## src/rtl/tile2_seq_mult.sv

```systemverilog
// Purpose: iterative WIDTH x WIDTH multiplier built from 2x2-bit digit tiles, TILES_PER_CYCLE tiles per clock, optional signed mode.
// Latency: (WIDTH/2)^2 / TILES_PER_CYCLE cycles from operand accept to out_valid.
// Backpressure: result is held in DONE until out_ready; in_ready is low in BUSY and DONE.
//
// Ports: clk/rst (sync, active-high); in_valid/in_ready + a, b, signed_mode operand handshake;
//        out_valid/out_ready + out_p (2*WIDTH) result handshake; busy is high while tiles are being summed.
module tile2_seq_mult #(
    parameter int WIDTH           = 8,
    parameter int TILES_PER_CYCLE = 1
) (
    input  logic                 clk,
    input  logic                 rst,
    input  logic                 in_valid,
    output logic                 in_ready,
    input  logic [WIDTH-1:0]     a,
    input  logic [WIDTH-1:0]     b,
    input  logic                 signed_mode,
    output logic                 out_valid,
    input  logic                 out_ready,
    output logic [2*WIDTH-1:0]   out_p,
    output logic                 busy
);

    localparam int D  = WIDTH / 2;
    localparam int T  = D * D;
    localparam int C  = T / TILES_PER_CYCLE;
    localparam int CW = (C > 1) ? $clog2(C) : 1;
    // Digit index must also hold i+j, which reaches 2*(D-1).
    localparam int DW = $clog2(D) + 1;
    localparam int PW = 2 * WIDTH;

    localparam logic [DW-1:0] D_LAST = DW'(D - 1);
    localparam logic [CW-1:0] C_LAST = CW'(C - 1);

    localparam logic [1:0] S_IDLE = 2'd0;
    localparam logic [1:0] S_BUSY = 2'd1;
    localparam logic [1:0] S_DONE = 2'd2;

    logic [1:0]        state;
    logic [WIDTH-1:0]  a_mag;
    logic [WIDTH-1:0]  b_mag;
    logic              neg;
    logic [PW-1:0]     acc;
    logic [CW-1:0]     cyc_cnt;
    // Tile position (i over a digits, j over b digits) of the first tile this cycle.
    logic [DW-1:0]     i_cnt;
    logic [DW-1:0]     j_cnt;

    // Magnitudes of the incoming operands; two's complement negation of the
    // most negative value yields 2^(WIDTH-1), which is the correct magnitude.
    logic [WIDTH-1:0]  a_abs;
    logic [WIDTH-1:0]  b_abs;
    logic              a_negative;
    logic              b_negative;

    assign a_negative = signed_mode & a[WIDTH-1];
    assign b_negative = signed_mode & b[WIDTH-1];
    assign a_abs      = a_negative ? (~a + 1'b1) : a;
    assign b_abs      = b_negative ? (~b + 1'b1) : b;

    // Sum of this cycle's tiles. Tiles walk k = i + j*D, so i wraps into j.
    logic [PW-1:0]     tile_sum;
    logic [DW-1:0]     i_nxt;
    logic [DW-1:0]     j_nxt;
    logic [1:0]        da;
    logic [1:0]        db;
    logic [3:0]        prod;

    always_comb begin
        tile_sum = '0;
        i_nxt    = i_cnt;
        j_nxt    = j_cnt;
        da       = '0;
        db       = '0;
        prod     = '0;
        for (int t = 0; t < TILES_PER_CYCLE; t++) begin
            da       = 2'(a_mag >> {i_nxt, 1'b0});
            db       = 2'(b_mag >> {j_nxt, 1'b0});
            prod     = {2'b00, da} * {2'b00, db};
            tile_sum = tile_sum + ({{(PW-4){1'b0}}, prod} << {(i_nxt + j_nxt), 1'b0});
            if (i_nxt == D_LAST) begin
                i_nxt = '0;
                j_nxt = j_nxt + 1'b1;
            end else begin
                i_nxt = i_nxt + 1'b1;
            end
        end
    end

    logic [PW-1:0] final_sum;
    assign final_sum = acc + tile_sum;

    always_ff @(posedge clk) begin
        if (rst) begin
            state   <= S_IDLE;
            a_mag   <= '0;
            b_mag   <= '0;
            neg     <= 1'b0;
            acc     <= '0;
            cyc_cnt <= '0;
            i_cnt   <= '0;
            j_cnt   <= '0;
            out_p   <= '0;
        end else begin
            case (state)
                S_IDLE: begin
                    if (in_valid) begin
                        a_mag   <= a_abs;
                        b_mag   <= b_abs;
                        neg     <= a_negative ^ b_negative;
                        acc     <= '0;
                        cyc_cnt <= '0;
                        i_cnt   <= '0;
                        j_cnt   <= '0;
                        state   <= S_BUSY;
                    end
                end
                S_BUSY: begin
                    acc     <= final_sum;
                    cyc_cnt <= cyc_cnt + 1'b1;
                    i_cnt   <= i_nxt;
                    j_cnt   <= j_nxt;
                    if (cyc_cnt == C_LAST) begin
                        out_p <= neg ? (~final_sum + 1'b1) : final_sum;
                        state <= S_DONE;
                    end
                end
                S_DONE: begin
                    if (out_ready) begin
                        state <= S_IDLE;
                    end
                end
                default: state <= S_IDLE;
            endcase
        end
    end

    assign in_ready  = (state == S_IDLE);
    assign busy      = (state == S_BUSY);
    assign out_valid = (state == S_DONE);

endmodule

```

## config.mk

```make
export PLATFORM = sky130hd
export DESIGN_NAME = tile2_seq_mult
export DESIGN_NICKNAME = d
export VERILOG_FILES = /design/src/rtl/tile2_seq_mult.sv
export SDC_FILE = /design/constraint.sdc
export NUM_CORES = 1
export LEC_CHECK = 0
export BUFFER_PORTS_ARGS = -buffer_cell sky130_fd_sc_hd__buf_2
export CAP_MARGIN = 20
export CORE_ASPECT_RATIO = 0.5
export CORE_MARGIN = 10
export CORE_UTILIZATION = 45
export CTS_CLUSTER_DIAMETER = 60
export CTS_CLUSTER_SIZE = 10
export DETAILED_ROUTE_END_ITERATION = 12
export SYNTH_ARGS = -nofsm -noshare
export SYNTH_HDL_FRONTEND = slang
export SYNTH_SLANG_ARGS = --single-unit
```

## constraint.sdc

```tcl
create_clock -name clk -period 5.65 [get_ports clk]
set_input_delay 0.8475 -clock clk [delete_from_list [all_inputs] [get_ports clk]]
set_output_delay 0.8475 -clock clk [all_outputs]
set_load 0.01 [all_outputs]
```

== Word-level counts from Yosys, hierarchy flattened ==
Index checks and enable logic that the tools add are counted.
Word-level totals
  flip-flop bits (word level): 61
  input port bits: 21
Operators by class
  muxes and demuxes: 16
  bitwise logic cells: 6
  multipliers: 1
  shift-type cells: 3
  equal/unequal tests: 8
  reductions and logical operators: 7
  add/subtract/negate cells: 8
Operators by type and width (count)
  2-to-1 mux 16 bit: 2
  one-hot mux 16 bit (2 select lines): 1
  adder 16 x 1 -> 16 bit (second input constant): 1
  adder 16 bit: 1
  adder 8 x 1 -> 8 bit (second input constant): 2
  2-to-1 mux 8 bit: 2
  NOT 16 bit: 1
  NOT 8 bit: 2
  << shifter 4 x 4 -> 16 bit: 1
  right shift 8 x 4 -> 2 bit: 2
  one-hot mux 3 bit (2 select lines): 2
  2-to-1 mux 3 bit: 3
  one-hot mux 4 bit (2 select lines): 1
  adder 3 x 1 -> 3 bit (second input constant): 2
  2-to-1 mux 2 bit: 3
  inequality test 2 x 1 -> 1 bit (second input constant): 3
  one-hot mux 2 bit (3 select lines): 1
  AND reduction 2 bit: 3
  AND reduction 3 bit: 2
  adder 4 x 1 -> 4 bit (second input constant): 1
  equality test 4 bit (second input constant): 1
  multiplier 2 x 2 -> 4 bit: 1
  2-to-1 mux 4 bit: 1
  adder 3 bit: 1
  other kinds (8): 9

== Longest topological paths before layout ==
Gate-level depths: netlist of the first run.
  word-level depth: 7
  depth in mapped cells: 19
  depth with buffers taken out: 19

== Least setup slack after synthesis of the first run ==
OpenSTA, ideal clock, no wires.
  path kind: reg2reg
  start: register j_cnt[0]
  end: register out_p[14]
  buffers on the path: 1
  setup slack: 1.136 ns
  stages on the path, launching flop included: 18
  setup time: 0.067 ns
  arrival time: 4.447 ns
  path through: dfxtp_1 -> mux4_2 -> nand2b_1 -> nor2_1 -> ha_1 -> nor3b_1 -> a31oi_1 -> nor2_1 -> ha_1 -> buf_6 -> a21o_1 -> a211o_1 -> o2111a_1 -> or3_4 -> a211oi_2 -> or4b_4 -> o41a_1 -> a21oi_2
Between the ends
  word-level cells in the longest chain between the ends: 7
RTL lines
  start, declared: line 47  | logic [DW-1:0] j_cnt;
  start signal, assigned: line 122  | j_cnt <= j_nxt;
  right shift 8 x 4 -> 2 bit: line 78  | db = 2'(b_mag >> {j_nxt, 1'b0});
  multiplier 2 x 2 -> 4 bit: line 79  | prod = {2'b00, da} * {2'b00, db};
  << shifter 4 x 4 -> 16 bit (*): line 80  | tile_sum = tile_sum + ({{(PW-4){1'b0}}, prod} << {(i_nxt + j_nxt), 1'b0});
  adder 16 bit (*): line 91  | assign final_sum = acc + tile_sum;
  NOT 16 bit: line 124  | out_p <= neg ? (~final_sum + 1'b1) : final_sum;
  adder 16 x 1 -> 16 bit: line 124
  2-to-1 mux 16 bit (*): line 124
  end signal, assigned: line 124
  end, declared: line 20  | output logic [2*WIDTH-1:0] out_p,
Mark *: on every way between the ends. The rest lies on a longest branch, timed or not.
A chain may end at the register's enable or synchronous reset.

== Worst setup path in the final report of the first run ==
  start: register j_cnt[0]
  end: register out_p[11]
Same word-level chain as after synthesis.

==> results of run 1 <==
## critical path, delay by kind of cell (launching register included)
family          cells  cell delay [ns]
fa+ha+maj           4             1.25
buf+inv             2             0.12
flops               1             0.48
xor+xnor            3             0.73
compound gates      5             1.62
simple gates        5             0.85
## sequential cells by signal (all words and copies together) (netlist names)
signal	count
state	2
cyc_cnt	4
i_cnt	3
acc	16
neg	1
a_mag	8
j_cnt	3
b_mag	8
out_p	16
## synthesized netlist by cell type (all sizes together), types with 3 or more instances
cell type / n
o21ai: 15
or2: 7
a31oi: 11
clkbuf: 24
nand2b: 10
nand4: 3
inv: 20
nor3: 19
o41ai: 4
a211oi: 23
o31ai: 6
nor2: 72
xor2: 14
or3: 5
mux4: 4
a211o: 3
a311oi: 6
xnor2: 21
buf: 3
nand3b: 3
and2: 3
dfxtp: 61
nor2b: 4
a21oi: 45
nand3: 31
ha: 24
a21o: 7
nand2: 49
## layer usage
metal	vias up	part of all wire
met3	8	0.044
met5	-	0
met1	1659	0.50
met2	68	0.44
met4	0	0.0096
li1	1958	-
## worst max-delay path by stage
stage                     startpoint        end  slack [ns]  cells past startpoint
after floorplan             j_cnt[0]  out_p[14]        1.14                     17
after CTS                   j_cnt[0]  out_p[15]        0.57                     19
after detailed placement    j_cnt[0]  out_p[11]        0.60                     19
final                       j_cnt[0]  out_p[11]        0.52                     19
after global routing        j_cnt[0]  out_p[13]        0.04                     18
after global placement      j_cnt[0]  out_p[15]        0.77                     19
## logic make-up after synthesis
| family | synth area share |
|---|---|
| AOI/OAI and AO/OA | 0.226 |
| xor gates and xnor gates | 0.0752 |
| and+or+nand+nor | 0.242 |
| DFF | 0.300 |
| adders and majority gates | 0.0835 |
| muxes | 0.0270 |
| buffers and inverters | 0.0460 |
## cell type report
cell class / count / area (um^2) / share of cell area
Sequential cell: 61 / 1220 / 0.262
Clock buffer: 9 / 225 / 0.0484
Timing Repair Buffer: 44 / 233 / 0.0500
Clock inverter: 7 / 82.6 / 0.0177
Inverter: 21 / 78.8 / 0.0169
Tap cell: 117 / 146 / 0.0315
Multi-Input combinational cell: 417 / 2670 / 0.573
## where the power goes
part,internal [W],switching [W],leakage [nW]
sequential,0.000442,0.00000942,0.495
combinational,0.0000382,0.0000673,1.31
clock,0.000348,0.000217,0.145
total,0.000828,0.000294,1.95
## metrics by stage
step,std cells,power (W),setup WS [ns],hold WS (ns),utilization
3_3_place_gp,660,0.000566,0.768,0.439,0.496
4_1_cts,676,0.00114,0.573,0.451,0.531
5_1_grt,676,0.00117,0.0432,0.469,0.531
3_5_place_dp,660,0.000566,0.601,0.443,0.496
6_report,676,0.00112,0.520,0.448,0.531
2_1_floorplan,526,0.000533,1.14,0.429,-
==> impl_metrics.ini, run 1 <==
[run_status]
outcome = finished clean

[sta]
timing.fmax_mhz = 195
finalCritPeriodShare = 0.908
setup_viol = 0
hold_violations = 0
slew_headroom = 0.386
grt_setup_unrepaired = false
final-max-slew-violation-count = 0
tightestPinTransition_ns = 0.919
fin_crit_ns = 5.13
skew_ns = 0.00694
setup_tns_ns = 0

[hold_path]
min_path_cells = 2
hold_class = register to register
holdCritStartpoint = a_mag[6]
min_to = a_mag[6]

[final_layout]
final_common_cell = nor2_1
finish.instance_area_mm2 = 0.00465
n_antenna_cell = 0
syn_to_final_growth_pct = 14.2
fillerInstances = 873
layout.nets = 601
layout_common_cells = 72 x nor2_1, 61 x dfxtp_1, 49 x nand2_1
drive_gt1_frac = 0.143

[setup_path]
worst_path_largest_cell_delay_ns = 0.48
rr_worst_depth = 19
worst_ep_required_time_ns = 5.91
r2r-start = j_cnt[0]
slowest_stage = dfxtp_1
reg2reg_slack_ns = 0.52
rr_endpoint = out_p[11]
cp_cell_sequence = ha_1, inv_1, fa_1, xnor2_1, xnor2_1, nand2_1, nor3_1, ha_1, inv_1, fa_1, nand2b_1, a2111oi_0, o31ai_1, a221oi_1, nand2_1, o41ai_1, xnor2_1, nand2_1, a21oi_1
critPathMaxFanout = 6
critPathLaunchType = register
endpoint_kind = register
critPathKind = register to register
arrival_ns = 5.39

[clocking]
post_cts_resized = 0
post-cts-setup-buffer-count = 0
root_buffer = clkbuf_16
numCtsBuffers = 9
cts_hold_buf = 0
cts_max_level = 3
clk_latency_ns = 0.33
cts_tree = built
cts_max_path_buffers = 2
clk_pin_slew_worst_paths_ns = 0.06
cts_sinks = 61

[grt]
grt_usage = 0.153
grt_max_degree = 64
grt_busiest_layer = met2
grt_util_met2 = 0.239
antenna_found_initial = 0
grt_pass1_vias = 3455
globalRouteMet1Util = 0.202
overflow = 0
grt_use_met3 = 0.0394
grt_pass1_wl_um = 17100

[yosys]
ys_seq_area_frac = 0.300
ys_ff_latch = 61
synth_top_area_frac = 0.300
ys.flop_type = dfxtp_1
synthTopCellsByArea = dfxtp_1 30%, ha_1 7.4%, nor2_1 6.6%, a21oi_1 5.4%, nand2_1 4.5%
synthArstFlopShare = 0
syn_area_mm2 = 0.00408
yosysTopAreaCell = dfxtp_1
synth_edf_count = 0
synth_nets = 573
synthCells = 526
ys_types = 54
syn_area_per_cell_um2 = 7.75
ys_warn_count = 0

[place]
placement.cell_area_mm2 = 0.00435
dpl.hpwl_um = 7380
portBuffers = 39
gp_congestion = 0.828

[route]
drt_first_pass_iters = 4
num_vias = 3693
postRouteAntennaNets = 0
drc = 0
vias_per_cell = 5.46
drt_wl_total_um = 10100
wl_per_cell_um = 14.9
dr.first_iter.drc_count = 168

[die]
die_area_mm2 = 0.0135
ioPinCount = 40
start_util = 0.465
row_count = 24
core_mm2 = 0.00877
die_y_um = 87.3
die_w_um = 155

[power]
power.leakage_nw = 1.95
ir_drop_mv = 0.155
power_density_mw_per_mm2 = 241

[run]
max-cap-violations = 0
No activity file was read; power rests on OpenSTA's default activity.
==> run 2: changes to the inputs <==
BUFFER_PORTS_ARGS = -buffer_cell sky130_fd_sc_hd__clkbuf_2   (was -buffer_cell sky130_fd_sc_hd__buf_2)
CORE_UTILIZATION = 60   (was 45)
PLACE_DENSITY = 0.81   (was not set)
REMOVE_ABC_BUFFERS = 1   (was not set)
==> run 2 against run 1 <==
Net effect:
- critical path depth down 1
- setup slack lost 0.0096 ns
- critical endpoint is now out_p[13]
- register-to-register slack about the same
- highest routed layer unchanged
- worst hold slack better by 0.0036 ns
==> impl_metrics.ini, run 2 (synthesized netlist as in run 1, its figures left out) <==
[run_status]
outcome = finished clean

[die]
start_util = 0.613
die_y_um = 78.3
die_area_mm2 = 0.0107
die_w_um = 137
core_mm2 = 0.00665
ioPinCount = 40
row_count = 21

[sta]
tightestPinTransition_ns = 0.909
fin_crit_ns = 5.14
hold_violations = 0
skew_ns = 0.00770
setup_viol = 0
grt_setup_unrepaired = false
final-max-slew-violation-count = 0
setup_tns_ns = 0
timing.fmax_mhz = 195
finalCritPeriodShare = 0.910
slew_headroom = 0.392

[final_layout]
n_antenna_cell = 0
final_common_cell = nor2_1
layout_common_cells = 72 x nor2_1, 61 x dfxtp_1, 49 x nand2_1
top_regs = acc x16, out_p x16
layout.nets = 600
syn_to_final_growth_pct = 13.7
drive_gt1_frac = 0.142
fillerInstances = 581
finish.instance_area_mm2 = 0.00463

[hold_path]
holdCritStartpoint = a_mag[6]
min_to = a_mag[6]
min_path_cells = 2
hold_class = register to register

[setup_path]
rr_worst_depth = 18
slowest_stage = dfxtp_1
rr_endpoint = out_p[13]
critPathBufInv = 2
worst_ep_required_time_ns = 5.90
cp_num_cells = 18
reg2reg_slack_ns = 0.51
critPathMaxFanout = 6
cp_cell_sequence = ha_1, inv_1, fa_1, xnor2_1, xnor2_1, nand2_1, nor3_1, ha_1, inv_1, fa_1, nand2b_1, a2111oi_0, o31ai_1, a221oi_1, nand2_1, o41ai_1, xor2_1, a211oi_1
critPathKind = register to register
worst_path_largest_cell_delay_ns = 0.48
arrival_ns = 5.39
crit_family = compound AO/OA/AOI/OAI gates
critPathLaunchType = register
endpoint_kind = register
r2r-start = j_cnt[0]

[place]
portBuffers = 39
placement.cell_area_mm2 = 0.00430
gp_congestion = 0.928
dpl.hpwl_um = 6920

[clocking]
post-cts-setup-buffer-count = 0
numCtsBuffers = 9
cts_tree = built
clk_pin_slew_worst_paths_ns = 0.06
cts_hold_buf = 0
clk_latency_ns = 0.34
root_buffer = clkbuf_16
cts_max_path_buffers = 2
post_cts_resized = 0
cts_max_level = 3
cts_sinks = 61

[power]
ir_drop_mv = 0.163
power_switching_w = 0.000290
power.share.clock = 0.500
combPwrFrac = 0.095
p_seq_frac = 0.404
p_sw_frac = 0.260
power_density_mw_per_mm2 = 241
internal_power_w = 0.000827
power.leakage_nw = 1.94

[grt]
grt_pass1_vias = 3437
overflow = 0
grt_pass1_wl_um = 16200
antenna_found_initial = 0
grt_max_degree = 40
grt_usage = 0.182

[route]
wl_per_cell_um = 14.9
postRouteAntennaNets = 0
vias_per_cell = 5.91
num_vias = 3841
dr.first_iter.drc_count = 287
drt_first_pass_iters = 5
drt_wl_total_um = 9710
drc = 0

[run]
max-cap-violations = 0
-- run 2: cell count changes in the layout (fill, tap and decap cells not counted) --
cell,previous run,this run
buf_16,0,1
buf_2,39,0
buf_4,5,3
clkbuf_2,0,39
clkinv_4,1,3
clkinvlp_4,2,1
inv_8,1,0
-- run 2: final cells by class --
| class | instances | area [um^2] | share of cell area |
|---|---|---|---|
| Clock buffer | 9 | 225 | 0.0486 |
| Multi-Input combinational cell | 417 | 2670 | 0.576 |
| Timing Repair Buffer | 43 | 245 | 0.0529 |
| Sequential cell | 61 | 1220 | 0.263 |
| Tap cell | 92 | 115 | 0.0248 |
| Clock inverter | 7 | 81.3 | 0.0175 |
| Inverter | 21 | 78.8 | 0.0170 |
-- run 2: per-layer routing --
| metal | wire length, um | vias to the layer above | part of all wire | GRT usage |
|---|---|---|---|---|
| met4 | 323 | 0 | 0.033 | 0.0867 |
| met1 | 4710 | 1700 | 0.48 | 0.241 |
| met2 | 3900 | 147 | 0.40 | 0.268 |
| met3 | 779 | 35 | 0.080 | 0.0496 |
| met5 | 0 | - | 0 | 0 |
| li1 | - | 1959 | - | - |
-- run 2: power groups by stage --
stage | Combinational (W) | Sequential (W) | Clock [W]
after floorplan | 0.0000659 | 0.000457 | 0
after global placement | 0.000101 | 0.000460 | 0
after detailed placement | 0.000102 | 0.000461 | 0
after CTS | 0.000104 | 0.000452 | 0.000566
after global routing | 0.000120 | 0.000453 | 0.000582
final | 0.000107 | 0.000452 | 0.000559
-- run 2: worst min-delay path: cells and delay by family (launching register included) --
family,cells,cell delay (ns)
DFF,1,0.31
and+or+nand+nor,1,0.05
AOI/OAI and AO/OA,1,0.05
-- run 2: how the worst max path moves through the flow --
stage / start / end / slack (ns)
global placement: j_cnt[0] / out_p[15] / 0.85
finish: j_cnt[0] / out_p[13] / 0.51
floorplan: j_cnt[0] / out_p[14] / 1.14
detailed placement: j_cnt[0] / out_p[15] / 0.64
CTS: j_cnt[0] / out_p[13] / 0.57
global route: j_cnt[0] / out_p[13] / 0.06
-- run 2: through the flow --
step / hold WS (ns) / worst slack [ns] / instances / total power [W] / utilization
floorplan: 0.423 / 1.14 / 499 / 0.000523 / -
global placement: 0.441 / 0.847 / 633 / 0.000561 / 0.647
detailed placement: 0.447 / 0.638 / 633 / 0.000563 / 0.647
CTS: 0.454 / 0.569 / 649 / 0.00112 / 0.693
global route: 0.478 / 0.0606 / 650 / 0.00115 / 0.697
finish: 0.451 / 0.510 / 650 / 0.00112 / 0.697
==> run 3: changes to the inputs <==
BUFFER_PORTS_ARGS = not set   (was -buffer_cell sky130_fd_sc_hd__clkbuf_2)
CELL_PAD_IN_SITES_DETAIL_PLACEMENT = 2   (was not set)
CELL_PAD_IN_SITES_GLOBAL_PLACEMENT = 2   (was not set)
CORE_UTILIZATION = 38   (was 60)
DONT_BUFFER_PORTS = 1   (was not set)
PLACE_DENSITY = not set   (was 0.81)
PLACE_DENSITY_LB_ADDON = 0.1   (was not set)
==> run 3 against run 2 <==
Net effect:
- flip-flop and latch count unchanged
- clock power down 7.9%
- sequential power about the same
- critical path type unchanged
- maximum frequency down 3.0%
- cell count up 1.2%
- worst hold slack better by 0.0072 ns
- global-route usage down 1.3 points
- die area up 45%
- register-to-register slack worse by 0.16 ns
- utilization down 26 points
- sequential share of layout area up 0.83 points
- largest cell class unchanged
- count of clock-buffer cells in the layout up 1
==> impl_metrics.ini, run 3 (synthesized netlist as in run 1, its figures left out) <==
[sta]
setup_viol = 0
tightestPinTransition_ns = 1.04
slew_headroom = 0.307
skew_ns = 0.00858
setup_tns_ns = 0
finalCritPeriodShare = 0.938
final-max-slew-violation-count = 0
hold_violations = 0
fin_crit_ns = 5.30
grt_setup_unrepaired = false
timing.fmax_mhz = 189

[clocking]
clk_latency_ns = 0.33
cts_tree = built
root_buffer = clkbuf_16
cts_max_path_buffers = 2
cts_sinks = 61
clk_pin_slew_worst_paths_ns = 0.06
numCtsBuffers = 9
cts_max_level = 3
post-cts-setup-buffer-count = 0

[final_layout]
layout_common_cells = 71 x nor2_1, 61 x dfxtp_1, 49 x nand2_1
stdcell_count = 658
top_regs = acc x16, out_p x16
final_util = 0.434
n_antenna_cell = 0
layout.nets = 561
syn_to_final_growth_pct = 10.2
drive_gt1_frac = 0.0888
final_common_cell = nor2_1

[route]
vias_per_cell = 5.75
num_vias = 3785
wl_per_cell_um = 19.5
dr.first_iter.drc_count = 142
postRouteAntennaNets = 0
drc = 0
drt_first_pass_iters = 4
drt_wl_total_um = 12800

[power]
power.leakage_nw = 1.76
ir_drop_mv = 0.103
power_density_mw_per_mm2 = 236

[grt]
grt_pass1_wl_um = 21800
grt_pass1_vias = 4137
grt_max_degree = 64
antenna_found_initial = 0
overflow = 0
grt_usage = 0.169

[die]
core_mm2 = 0.0103
ioPinCount = 40
die_y_um = 93.2
row_count = 26
die_w_um = 166
start_util = 0.394
die_area_mm2 = 0.0155

[setup_path]
critPathMaxFanout = 6
endpoint_kind = register
cp_cell_sequence = ha_1, inv_1, fa_1, xnor2_2, xnor2_2, nand2_1, nor3_1, ha_1, inv_1, fa_1, nand2b_1, a31oi_2, o2111a_1, o21ai_0, a211oi_2, or4b_4, o41ai_2, or4_1, nand3_1
crit_family = simple AND/OR/NAND/NOR gates
critPathKind = register to register
worst_path_largest_cell_delay_ns = 0.51
slowest_stage = or4b_4
critPathLaunchType = register
critPathBufInv = 2
arrival_ns = 5.52
worst_ep_required_time_ns = 5.87

[hold_path]
hold_class = register to register

[place]
gp_congestion = 0.804
dp.cells = 643
dpl.hpwl_um = 9470
portBuffers = 0

[run]
max-cap-violations = 0

[run_status]
outcome = finished clean
-- run 3: changes by cell type in the layout (fill, tap and decap cells not counted), sizes merged --
cell	before	now
clkbuf	48	10
clkinvlp	1	3
inv	22	21
clkinv	4	2
bufinv	1	0
-- run 3: path summary, 6_finish.rpt --
path / startpoint / end / slack [ns] / cells past startpoint
worst max register to register: j_cnt[0] / out_p[15] / 0.35 / 19
worst min-delay path: a_mag[6] / a_mag[6] / 0.46 / 2
worst min register to register: a_mag[6] / a_mag[6] / 0.46 / 2
worst max-delay path: j_cnt[0] / out_p[15] / 0.35 / 19
-- run 3: report_power, final --
group          switching [W]  leakage [nW]  total (W)  internal (W)
registers          0.0000102         0.495   0.000452      0.000442
logic              0.0000594          1.14  0.0000927     0.0000333
clock network       0.000208         0.127   0.000515      0.000307
-- run 3: layer usage --
metal	track usage	share of wire	up-vias
met1	0.209	0.47	1853
li1	-	-	1871
met3	0.0409	0.043	7
met2	0.296	0.48	54
met4	0.0327	0.0067	0
met5	0	0	-
-- run 3: worst reg2reg max path: cells and delay by family, from the launching register on --
family	cells	cell delay, ns
adder cells (fa/ha/maj)	4	1.36
AO/OA/AOI/OAI	5	1.28
flip-flops	1	0.48
buffers and inverters	2	0.14
AND/OR/NAND/NOR	6	1.49
XOR/XNOR	2	0.45
-- run 3: repair_timing --
item | 4_1_cts | 5_1_grt
hold buffers | 0 | 0
endpoints found under the hold margin | 0 | 0
gates resized for setup | 1 | 7
setup endpoints to repair | 1 | 8
-- run 3: layout make-up --
type	instances	area, um^2
Clock buffer	10	239
Sequential cell	61	1220
Clock inverter	5	36.3
Inverter	21	78.8
Timing Repair Buffer	4	30.0
Multi-Input combinational cell	417	2710
Tap cell	140	175
Fill cell	1197	5850
-- run 3: stage by stage --
step / setup slack [ns] / cell area [um^2] / power, W / hold WS, ns
after global placement: 0.575 / 4180 / 0.000551 / 0.434
after detailed placement: 0.183 / 4180 / 0.000555 / 0.455
after floorplan: 1.14 / 3970 / 0.000523 / 0.423
after CTS: 0.0886 / 4450 / 0.00107 / 0.463
after global routing: 0.0556 / 4490 / 0.00111 / 0.497
final: 0.349 / 4490 / 0.00106 / 0.458
